$ cat src/rtl/mem_arbiter.sv
// rtl/mem_arbiter.sv - two-port round-robin arbiter and access sequencer for the unified RAM
module mem_arbiter #(
    parameter int ADDR_WIDTH  = 9,
    parameter int WAIT_CYCLES = 1
) (
    input  logic        clk,
    input  logic        clr_n,
    input  logic        f_req,
    input  logic [31:0] f_addr,
    output logic [31:0] f_rdata,
    output logic        f_done,
    input  logic        d_req,
    input  logic        d_write,
    input  logic [31:0] d_addr,
    input  logic [31:0] d_wdata,
    output logic [31:0] d_rdata,
    output logic        d_done,
    output logic [31:0] mem_address,
    output logic [31:0] mem_data_in,
    output logic        mem_read,
    output logic        mem_write,
    input  logic [31:0] mem_data_out,
    output logic        busy,
    output logic        addr_err
);

    typedef enum logic [1:0] {
        S_IDLE   = 2'd0,
        S_ACCESS = 2'd1,
        S_DONE   = 2'd2
    } state_t;

    // The counter is loaded with WAIT_CYCLES-1 so that zero marks the final access edge.
    localparam logic [3:0] CNT_LOAD   = 4'(WAIT_CYCLES - 1);
    localparam logic       PORT_FETCH = 1'b0;

    state_t      r_state;
    state_t      w_next_state;
    logic [3:0]  r_cnt;
    logic        r_last_grant;
    logic        r_port;
    logic        r_write;
    logic [31:0] r_f_rdata;
    logic [31:0] r_d_rdata;
    logic        r_f_done;
    logic        r_d_done;
    logic [31:0] r_mem_address;
    logic [31:0] r_mem_data_in;
    logic        r_mem_read;
    logic        r_mem_write;
    logic        r_addr_err;

    logic        w_grant;
    logic        w_grant_data;
    logic        w_grant_write;
    logic        w_in_range;
    logic        w_final;
    logic [31:0] w_sel_addr;

    // Arbitration, range check and next-state decode
    always_comb begin
        w_next_state  = r_state;
        w_grant       = 1'b0;
        w_grant_data  = 1'b0;
        w_grant_write = 1'b0;
        w_sel_addr    = f_addr;
        w_in_range    = 1'b0;
        w_final       = 1'b0;
        case (r_state)
            S_IDLE: begin
                if (f_req || d_req) begin
                    w_grant       = 1'b1;
                    // On a tie the port that did not win last time is served.
                    w_grant_data  = d_req && (!f_req || (r_last_grant == PORT_FETCH));
                    w_grant_write = w_grant_data && d_write;
                    w_sel_addr    = w_grant_data ? d_addr : f_addr;
                    w_in_range    = ((w_sel_addr >> ADDR_WIDTH) == 32'd0);
                    w_next_state  = w_in_range ? S_ACCESS : S_DONE;
                end
            end
            S_ACCESS: begin
                w_final = (r_cnt == 4'd0);
                if (w_final) begin
                    w_next_state = S_DONE;
                end
            end
            S_DONE: begin
                w_next_state = S_IDLE;
            end
            default: begin
                w_next_state = S_IDLE;
            end
        endcase
    end

    // State register
    always_ff @(posedge clk) begin
        if (!clr_n) begin
            r_state <= S_IDLE;
        end else begin
            r_state <= w_next_state;
        end
    end

    // Request latching, RAM drive, read-data capture and completion pulses
    always_ff @(posedge clk) begin
        if (!clr_n) begin
            r_cnt         <= 4'd0;
            r_last_grant  <= PORT_FETCH;
            r_port        <= PORT_FETCH;
            r_write       <= 1'b0;
            r_f_rdata     <= 32'd0;
            r_d_rdata     <= 32'd0;
            r_f_done      <= 1'b0;
            r_d_done      <= 1'b0;
            r_mem_address <= 32'd0;
            r_mem_data_in <= 32'd0;
            r_mem_read    <= 1'b0;
            r_mem_write   <= 1'b0;
            r_addr_err    <= 1'b0;
        end else begin
            r_f_done   <= 1'b0;
            r_d_done   <= 1'b0;
            r_addr_err <= 1'b0;
            case (r_state)
                S_IDLE: begin
                    if (w_grant) begin
                        r_port  <= w_grant_data;
                        r_write <= w_grant_write;
                        if (w_in_range) begin
                            r_mem_address <= w_sel_addr;
                            r_mem_data_in <= w_grant_data ? d_wdata : 32'd0;
                            r_mem_read    <= !w_grant_write;
                            r_mem_write   <= w_grant_write;
                            r_cnt         <= CNT_LOAD;
                        end else begin
                            // Out-of-range requests complete at once and never touch the RAM.
                            r_addr_err <= 1'b1;
                            if (w_grant_data) begin
                                r_d_done  <= 1'b1;
                                r_d_rdata <= 32'd0;
                            end else begin
                                r_f_done  <= 1'b1;
                                r_f_rdata <= 32'd0;
                            end
                        end
                    end
                end
                S_ACCESS: begin
                    if (w_final) begin
                        if (r_port == PORT_FETCH) begin
                            r_f_done  <= 1'b1;
                            r_f_rdata <= r_write ? 32'd0 : mem_data_out;
                        end else begin
                            r_d_done  <= 1'b1;
                            r_d_rdata <= r_write ? 32'd0 : mem_data_out;
                        end
                        r_mem_address <= 32'd0;
                        r_mem_data_in <= 32'd0;
                        r_mem_read    <= 1'b0;
                        r_mem_write   <= 1'b0;
                    end else begin
                        r_cnt <= r_cnt - 4'd1;
                    end
                end
                S_DONE: begin
                    r_last_grant <= r_port;
                end
                default: begin
                    r_cnt <= 4'd0;
                end
            endcase
        end
    end

    assign f_rdata     = r_f_rdata;
    assign f_done      = r_f_done;
    assign d_rdata     = r_d_rdata;
    assign d_done      = r_d_done;
    assign mem_address = r_mem_address;
    assign mem_data_in = r_mem_data_in;
    assign mem_read    = r_mem_read;
    assign mem_write   = r_mem_write;
    assign busy        = (r_state != S_IDLE);
    assign addr_err    = r_addr_err;

endmodule
$ cat config.mk
export PLATFORM = sky130hd
export DESIGN_NAME = mem_arbiter
export DESIGN_NICKNAME = d
export VERILOG_FILES = /design/src/rtl/mem_arbiter.sv
export SDC_FILE = /design/constraint.sdc
export NUM_CORES = 1
export LEC_CHECK = 0
export CORE_MARGIN = 4
export CORE_UTILIZATION = 39
export CTS_BUF_LIST = sky130_fd_sc_hd__clkbuf_16
export DETAILED_ROUTE_END_ITERATION = 8
export PLACE_DENSITY_LB_ADDON = 0.25
export SETUP_SLACK_MARGIN = 0.02
export SLEW_MARGIN = 20
export SYNTH_ARGS = -nofsm -noshare
export SYNTH_HDL_FRONTEND = slang
export SYNTH_SLANG_ARGS = --single-unit
$ cat constraint.sdc
create_clock -name clk -period 3.2 [get_ports clk]
set_input_delay 0.64 -clock clk [delete_from_list [all_inputs] [get_ports clk]]
set_output_delay 0.64 -clock clk [all_outputs]
set_load 0.01 [all_outputs]
==> load_flow_metrics.sql, run 1 <==
INSERT INTO impl_metrics (metric_group, metric, value, unit) VALUES
('clock_tree', 'quantity_of_gates_resized_following_cts', '0', ''),
('outcome', 'status', 'finished, final reports clean', ''),
('floorplanning', 'die_area', '16100', 'µm²'),
('global_route', 'globalRouteTotalUtil', '20.5', '%'),
('setup_path', 'slowest_cell_on_the_critical_path', 'sky130_fd_sc_hd__clkdlybuf4s50_1', ''),
('global_route', 'gr-total-overflow', '0', ''),
('synth', 'synth_sequential_area_ratio', '51.7', '%'),
('setup_path', 'path_cells', 'clkdlybuf4s50_1, nor4_1, nand4_1, mux2i_4, nand3_4, buf_4, and3_4, and2_1', ''),
('synth', 'syn_area', '5500', 'µm²'),
('sta', 'max-slew-margin-rel', '58.0', '%'),
('clock_tree', 'clk-insertion-delay-late', '410', 'ps'),
('clock_tree', 'ctsHoldBuffers', '0', ''),
('floorplanning', 'start_util', '39.8', '%'),
('global_route', 'initial_antenna_violation_count', '0', ''),
('global_route', 'grt_start_max_net_pins', '65', ''),
('synth', 'synth_top_cells_by_count', 'sky130_fd_sc_hd__dfxtp_1 (142), sky130_fd_sc_hd__nand3_1 (104), sky130_fd_sc_hd__nand2_1 (91), sky130_fd_sc_hd__o21ai_1 (65), sky130_fd_sc_hd__nand4_1 (36)', ''),
('worst_hold_path', 'min_from', 'f_rdata[12]$_SDFFE_PN0P_', ''),
('global_route', 'busiest_layer', 'met2', ''),
('drt', 'vias', '5546', ''),
('synth', 'syn_avg_cell_area', '8.60', 'µm²'),
('synth', 'synthDominantAreaCellType', 'sky130_fd_sc_hd__dfxtp_1', ''),
('global_route', 'globalRouteMet2Util', '33.8', '%'),
('sta', 'maxSlewViolCount', '0', ''),
('synth', 'synthesis_warning_total', '0', ''),
('synth', 'synth_fp_nets', '773', ''),
('sta', 'hold_slack', '448', 'ps'),
('sta', 'fin_tns_setup', '0', 'ps'),
('worst_hold_path', 'timing.hold.worst_path_depth', '2', ''),
('sta', 'finalCriticalPeriod', '2460', 'ps'),
('sta', 'post-route-period-util', '76.7', '%'),
('setup_path', 'worstPathMaxFanout', '23', ''),
('clock_tree', 'clk_path_buf_depth', '2', ''),
('clock_tree', 'postCtsSetupRepairBufs', '0', ''),
('drt', 'drt-initial-drc-count', '301', ''),
('job', 'timing.max_cap.violations', '0', ''),
('place', 'routabilityCongestion', '0.832', ''),
('setup_path', 'worst_setup_path_end_kind', 'flop', ''),
('setup_path', 'crit_type', 'input pin to flop', ''),
('clock_tree', 'cts_tree', 'done', ''),
('setup_path', 'crit-reg2reg-launch', 'r_state[0]$_SDFFE_PN0P_', ''),
('sta', 'timing.final.setup_violations', '0', ''),
('clock_tree', 'cts-buffers-inserted', '17', ''),
('setup_path', 'crit_path_max_incr_delay', '400', 'ps'),
('place', 'dp_hpwl', '12100', 'µm'),
('global_route', 'grt_first_pass_wirelength', '27000', 'µm'),
('power', 'power-per-cell-area', '475', 'nW/µm²'),
('synth', 'netlist.area_leader.share', '51.7', '%'),
('power', 'power.ir.vdd_worst', '0.350', 'mV'),
('drt', 'via_per_inst', '5.16', ''),
('sta', 'grt_setup_unrepaired', 'no', ''),
('setup_path', 'start_kind', 'input pin', ''),
('drt', 'routed_wl', '17000', 'µm'),
('power', 'leakage', '3.08', 'nW'),
('sta', 'hold_viol_final', '0', ''),
('synth', 'yosysUniqueCellTypes', '46', ''),
('place', 'placed_cells', '1042', ''),
('finish', 'finish.cell_count_without_fillers', '1074', ''),
('drt', 'drc', '0', ''),
('clock_tree', 'h-tree-depth', '4', ''),
('place', 'post-place-ws', '309', 'ps'),
('sta', 'maxClockFrequency', '0.407', 'GHz'),
('clock_tree', 'cts_clk_pin_slew_worst_paths', '60', 'ps'),
('sta', 'setup_ws', '744', 'ps'),
('floorplanning', 'core-area', '13800', 'µm²'),
('synth', 'leading_cell_type_by_number_of_instances_after_synthesis', 'sky130_fd_sc_hd__dfxtp_1', ''),
('drt', 'ant_nets', '0', ''),
('global_route', 'grt_pass1_vias', '5532', ''),
('setup_path', 'timing.critical_path.arrival', '2760', 'ps'),
('setup_path', 'reg2reg_depth', '8', ''),
('global_route', 'gr-usage-met1', '24.0', '%'),
('floorplanning', 'die_width', '127', 'µm');
sequential cells by signal, indices dropped and copies added (netlist names):
| register | count |
|---|---|
| d_rdata | 32 |
| f_rdata | 32 |
| mem_address | 32 |
| mem_data_in | 32 |
| r_cnt | 4 |
| r_state | 2 |
| addr_err | 1 |
| d_done | 1 |
| f_done | 1 |
| mem_read | 1 |
| mem_write | 1 |
| r_last_grant | 1 |
| r_port | 1 |
| r_write | 1 |
metrics by stage:
stage	cell area, µm²	total power, mW
2_1_floorplan	5500	1.94
3_3_place_gp	8230	2.13
3_5_place_dp	8230	2.14
4_1_cts	8870	4.25
5_1_grt	8870	4.35
6_report	8870	4.21
worst max-delay path: cells and delay by family:
kind,cells,cell delay [ps]
multiplexers,1,340
buffers and inverters,2,650
AND/OR/NAND/NOR,5,1120
layout by cell type, fill, tap and decap left out, drive strengths merged, types with 2 or more instances in the layout:
cell / instances
a211o: 7
o22ai: 2
and3: 5
a31o: 2
inv: 10
a31oi: 2
clkdlybuf4s50: 265
nand3: 105
clkbuf: 17
o21ai: 98
or2: 2
nor2: 11
nand2: 91
nand4: 36
and2: 24
nor2b: 4
nor4: 9
clkinv: 4
buf: 15
a21oi: 6
nor3: 4
dfxtp: 142
a21boi: 12
o21a: 4
bufinv: 4
worst max path at each step:
stage,from,to,slack [ps],cells past startpoint
6_report,d_addr[21],mem_address[16]$_SDFFE_PN0P_,740,8
5_1_grt,f_addr[21],mem_address[17]$_SDFFE_PN0P_,660,8
3_5_place_dp,d_addr[21],mem_address[20]$_SDFFE_PN0P_,310,8
4_1_cts,d_addr[21],mem_address[23]$_SDFFE_PN0P_,750,8
2_1_floorplan,d_addr[10],mem_address[10]$_SDFFE_PN0P_,1130,7
3_3_place_gp,d_addr[10],mem_address[18]$_SDFFE_PN0P_,360,8
per-layer routing:
layer  routed length [µm]  vias up
met5                    0        -
met2                 8140      210
li1                     -     2747
met3                 1630       21
met4                  215        0
met1                 7040     2568
layout make-up:
cell class	instances	area, µm²
Timing Repair Buffer	280	2780
Inverter	4	15.0
Sequential cell	142	2840
Fill cell	1132	4960
Clock inverter	15	206
Multi-Input combinational cell	436	2370
Tap cell	180	225
Clock buffer	17	425
cell families after synthesis:
group / synth area share, %
adders and majority gates: 0.228
muxes: 0.410
AOI/OAI and AO/OA: 15.3
DFF: 51.7
and+or+nand+nor: 27.0
buffers and inverters: 5.39
where the power goes:
part	internal, mW	total (mW)	switching, mW
clock network	1.32	2.11	0.789
logic	0.183	0.324	0.141
registers	1.77	1.78	0.00542
total	3.27	4.21	0.935
Power figures use the tool's default switching activity.
==> run 2, diff against run 1 <==
==> constraint.sdc (replaced) <==
create_clock -name clk -period 2.35 [get_ports clk]
set_input_delay 0.47 -clock clk [delete_from_list [all_inputs] [get_ports clk]]
set_output_delay 0.47 -clock clk [all_outputs]
set_load 0.01 [all_outputs]
==> load_flow_metrics.sql, run 2 (same netlist as run 1, synthesis figures left out) <==
INSERT INTO impl_metrics (metric_group, metric, value, unit) VALUES
('outcome', 'status', 'finished, final reports clean', ''),
('clock_tree', 'cts-buffers-inserted', '17', ''),
('drt', 'via_per_inst', '5.16', ''),
('finish', 'synthToLayoutAreaGrowth', '63.5', '%'),
('setup_path', 'family_with_the_most_delay_on_the_worst_path', 'buffers and inverters', ''),
('floorplanning', 'die_area', '16100', 'µm²'),
('clock_tree', 'cts_tree', 'done', ''),
('clock_tree', 'quantity_of_gates_resized_following_cts', '0', ''),
('setup_path', 'worst_setup_path_end_kind', 'output port', ''),
('setup_path', 'path_cells', 'or2_1, clkdlybuf4s50_1', ''),
('clock_tree', 'clk_path_buf_depth', '2', ''),
('clock_tree', 'cts_clk_pin_slew_worst_paths', '60', 'ps'),
('place', 'buffer_ports.inserted', '266', ''),
('floorplanning', 'core-area', '13800', 'µm²'),
('power', 'power.internal', '4.35', 'mW'),
('clock_tree', 'h-tree-depth', '4', ''),
('clock_tree', 'ctsRootBufferMaster', 'sky130_fd_sc_hd__clkbuf_16', ''),
('power', 'power.ir.vdd_worst', '0.381', 'mV'),
('power', 'leakage', '3.14', 'nW'),
('sta', 'maxClockFrequency', '0.458', 'GHz'),
('power', 'power-per-cell-area', '620', 'nW/µm²'),
('sta', 'max-slew-margin-rel', '56.1', '%'),
('sta', 'hold_viol_final', '0', ''),
('place', 'dp_hpwl', '12500', 'µm'),
('drt', 'drc', '0', ''),
('finish', 'final_net_count', '1028', ''),
('setup_path', 'slowest_cell_on_the_critical_path', 'sky130_fd_sc_hd__clkdlybuf4s50_1', ''),
('drt', 'drt-initial-drc-count', '311', ''),
('global_route', 'initial_antenna_violation_count', '0', ''),
('global_route', 'globalRouteTotalUtil', '20.9', '%'),
('drt', 'drt_pre_antenna_iters', '5', ''),
('setup_path', 'worstPathMaxFanout', '8', ''),
('job', 'timing.max_cap.violations', '0', ''),
('sta', 'maxSlewViolCount', '0', ''),
('sta', 'hold_slack', '413', 'ps'),
('setup_path', 'crit_type', 'flop to output port', ''),
('power', 'sequential_power_share', '43.5', '%'),
('setup_path', 'crit_path_max_incr_delay', '600', 'ps'),
('sta', 'max_slew.worst_pin.slew', '658', 'ps'),
('power', 'swShare', '22.0', '%'),
('floorplanning', 'start_util', '39.8', '%'),
('floorplanning', 'dieHeight', '127', 'µm'),
('sta', 'grt_setup_unrepaired', 'no', ''),
('clock_tree', 'postCtsSetupRepairBufs', '0', ''),
('sta', 'finalCriticalPeriod', '2180', 'ps'),
('setup_path', 'start_kind', 'flop', ''),
('setup_path', 'timing.critical_path.arrival', '1710', 'ps'),
('global_route', 'gr-total-overflow', '0', ''),
('finish', 'finish.cell_count_without_fillers', '1087', ''),
('finish', 'multi_input_area', '2370', 'µm²'),
('floorplanning', 'die_width', '127', 'µm'),
('global_route', 'grt_start_max_net_pins', '79', ''),
('sta', 'timing.final.setup_violations', '0', ''),
('finish', 'seq_area', '2840', 'µm²'),
('clock_tree', 'ctsHoldBuffers', '0', ''),
('worst_hold_path', 'worstHoldPathType', 'input pin to flop', ''),
('power', 'share_comb_of_total_power', '8.3', '%'),
('setup_path', 'crit_required', '1880', 'ps'),
('global_route', 'grt_first_pass_wirelength', '27800', 'µm'),
('floorplanning', 'pin_count', '267', ''),
('floorplanning', 'cell_row_count', '43', ''),
('drt', 'avgRoutedWirePerCell', '15.8', 'µm'),
('clock_tree', 'cts.sinks', '142', ''),
('global_route', 'grt_pass1_vias', '5651', ''),
('drt', 'routed_wl', '17100', 'µm'),
('sta', 'finalClockSkew', '8.85', 'ps'),
('finish', 'antenna_cells_inserted', '0', ''),
('place', 'routabilityCongestion', '0.866', ''),
('drt', 'ant_nets', '0', ''),
('finish', 'layout_commonest_cell', 'sky130_fd_sc_hd__clkdlybuf4s50_1', ''),
('finish', 'layout-drive-gt1-share', '7.72', '%'),
('power', 'clock_power_share', '48.2', '%'),
('sta', 'post-route-period-util', '92.9', '%'),
('clock_tree', 'clk-insertion-delay-late', '410', 'ps'),
('power', 'netSwitchingPower', '1.23', 'mW'),
('drt', 'vias', '5607', ''),
('setup_path', 'cp.buffers_inverters', '1', ''),
('finish', 'most_used_cells_in_the_layout_excluding_fill_and_tap_cells', 'sky130_fd_sc_hd__clkdlybuf4s50_1 (265), sky130_fd_sc_hd__dfxtp_1 (142), sky130_fd_sc_hd__nand3_1 (104), sky130_fd_sc_hd__nand2_1 (91), sky130_fd_sc_hd__o21ai_1 (65)', ''),
('finish', 'layout.filler_cells', '1114', ''),
('place', 'placed_cells', '1055', '');
[run 2: changes by cell type in the layout (fill, tap and decap cells not counted)]
cell,previous run,this run
sky130_fd_sc_hd__clkinv_4,2,0
sky130_fd_sc_hd__clkinvlp_4,1,3
sky130_fd_sc_hd__buf_4,14,22
sky130_fd_sc_hd__bufinv_16,4,3
sky130_fd_sc_hd__inv_6,6,4
sky130_fd_sc_hd__clkinv_1,1,3
sky130_fd_sc_hd__inv_1,4,5
sky130_fd_sc_hd__buf_12,1,6
[run 2: cell type report]
class	count	share of cell area [%]
sequential	142	31.6
timing repair buffer	293	32.7
inverter	4	0.167
tap	180	2.51
multi-input combinational	436	26.4
clock buffer	17	4.73
clock inverter	15	1.87
[run 2: worst reg2reg max path, delay by kind of cell (launching register included)]
kind | cells | cell delay [ps]
compound gates | 1 | 100
flops | 1 | 370
buf+inv | 3 | 610
simple gates | 2 | 450
fa+ha+maj | 1 | 250
[run 2: layer usage]
metal / global-route usage (%) / vias to the layer above / share of wire [%]
li1: - / 2771 / -
met1: 25.2 / 2594 / 41
met2: 34.5 / 221 / 48
met3: 8.51 / 21 / 10
met4: 6.37 / 0 / 1.5
met5: 0 / - / 0
[run 2: power groups by stage]
stage	clock [mW]	sequential [mW]	combinational, mW
final	2.69	2.42	0.464
after global placement	0	2.47	0.455
after global routing	2.86	2.42	0.500
after detailed placement	0	2.47	0.461
after floorplan	0	2.47	0.168
after CTS	2.74	2.42	0.465
[run 2: path summary, 6_finish.rpt]
kind                                                      to  cells past startpoint  slack (ps)                     from
worst max-delay path                                    busy                      2         170  r_state[1]$_SDFFE_PN0P_
worst min-delay path                   r_cnt[1]$_SDFFE_PN0P_                      2         410                    clr_n
worst max register to register  mem_data_in[25]$_SDFFE_PN0P_                      7         440    r_cnt[0]$_SDFFE_PN0P_
worst min register to register       d_rdata[0]$_SDFFE_PN0P_                      2         450  d_rdata[0]$_SDFFE_PN0P_
[run 2: metrics by stage]
| stage | utilization (%) | total power, mW | area, µm² | TNS [ps] | worst slack (ps) |
|---|---|---|---|---|---|
| after detailed placement | 60.7 | 2.94 | 8390 | -3990 | -104 |
| after floorplan | - | 2.64 | 5500 | 0 | 447 |
| final | 65.0 | 5.57 | 8990 | 0 | 166 |
| after global routing | 65.0 | 5.78 | 8990 | 0 | 89.7 |
| after global placement | 60.7 | 2.93 | 8390 | -3270 | -88.2 |
| after CTS | 65.0 | 5.63 | 8990 | 0 | 167 |
==> run 3, diff against run 2 <==
--- a/config.mk
+++ b/config.mk
@@ -5,6 +5,7 @@
 export SDC_FILE = /design/constraint.sdc
 export NUM_CORES = 1
 export LEC_CHECK = 0
+export ABC_CLOCK_PERIOD_IN_PS = 2350
 export CORE_MARGIN = 4
 export CORE_UTILIZATION = 39
 export CTS_BUF_LIST = sky130_fd_sc_hd__clkbuf_16
==> results of run 3 <==
Same layout as run 2: the final DEF is identical, and so are final timing and power.
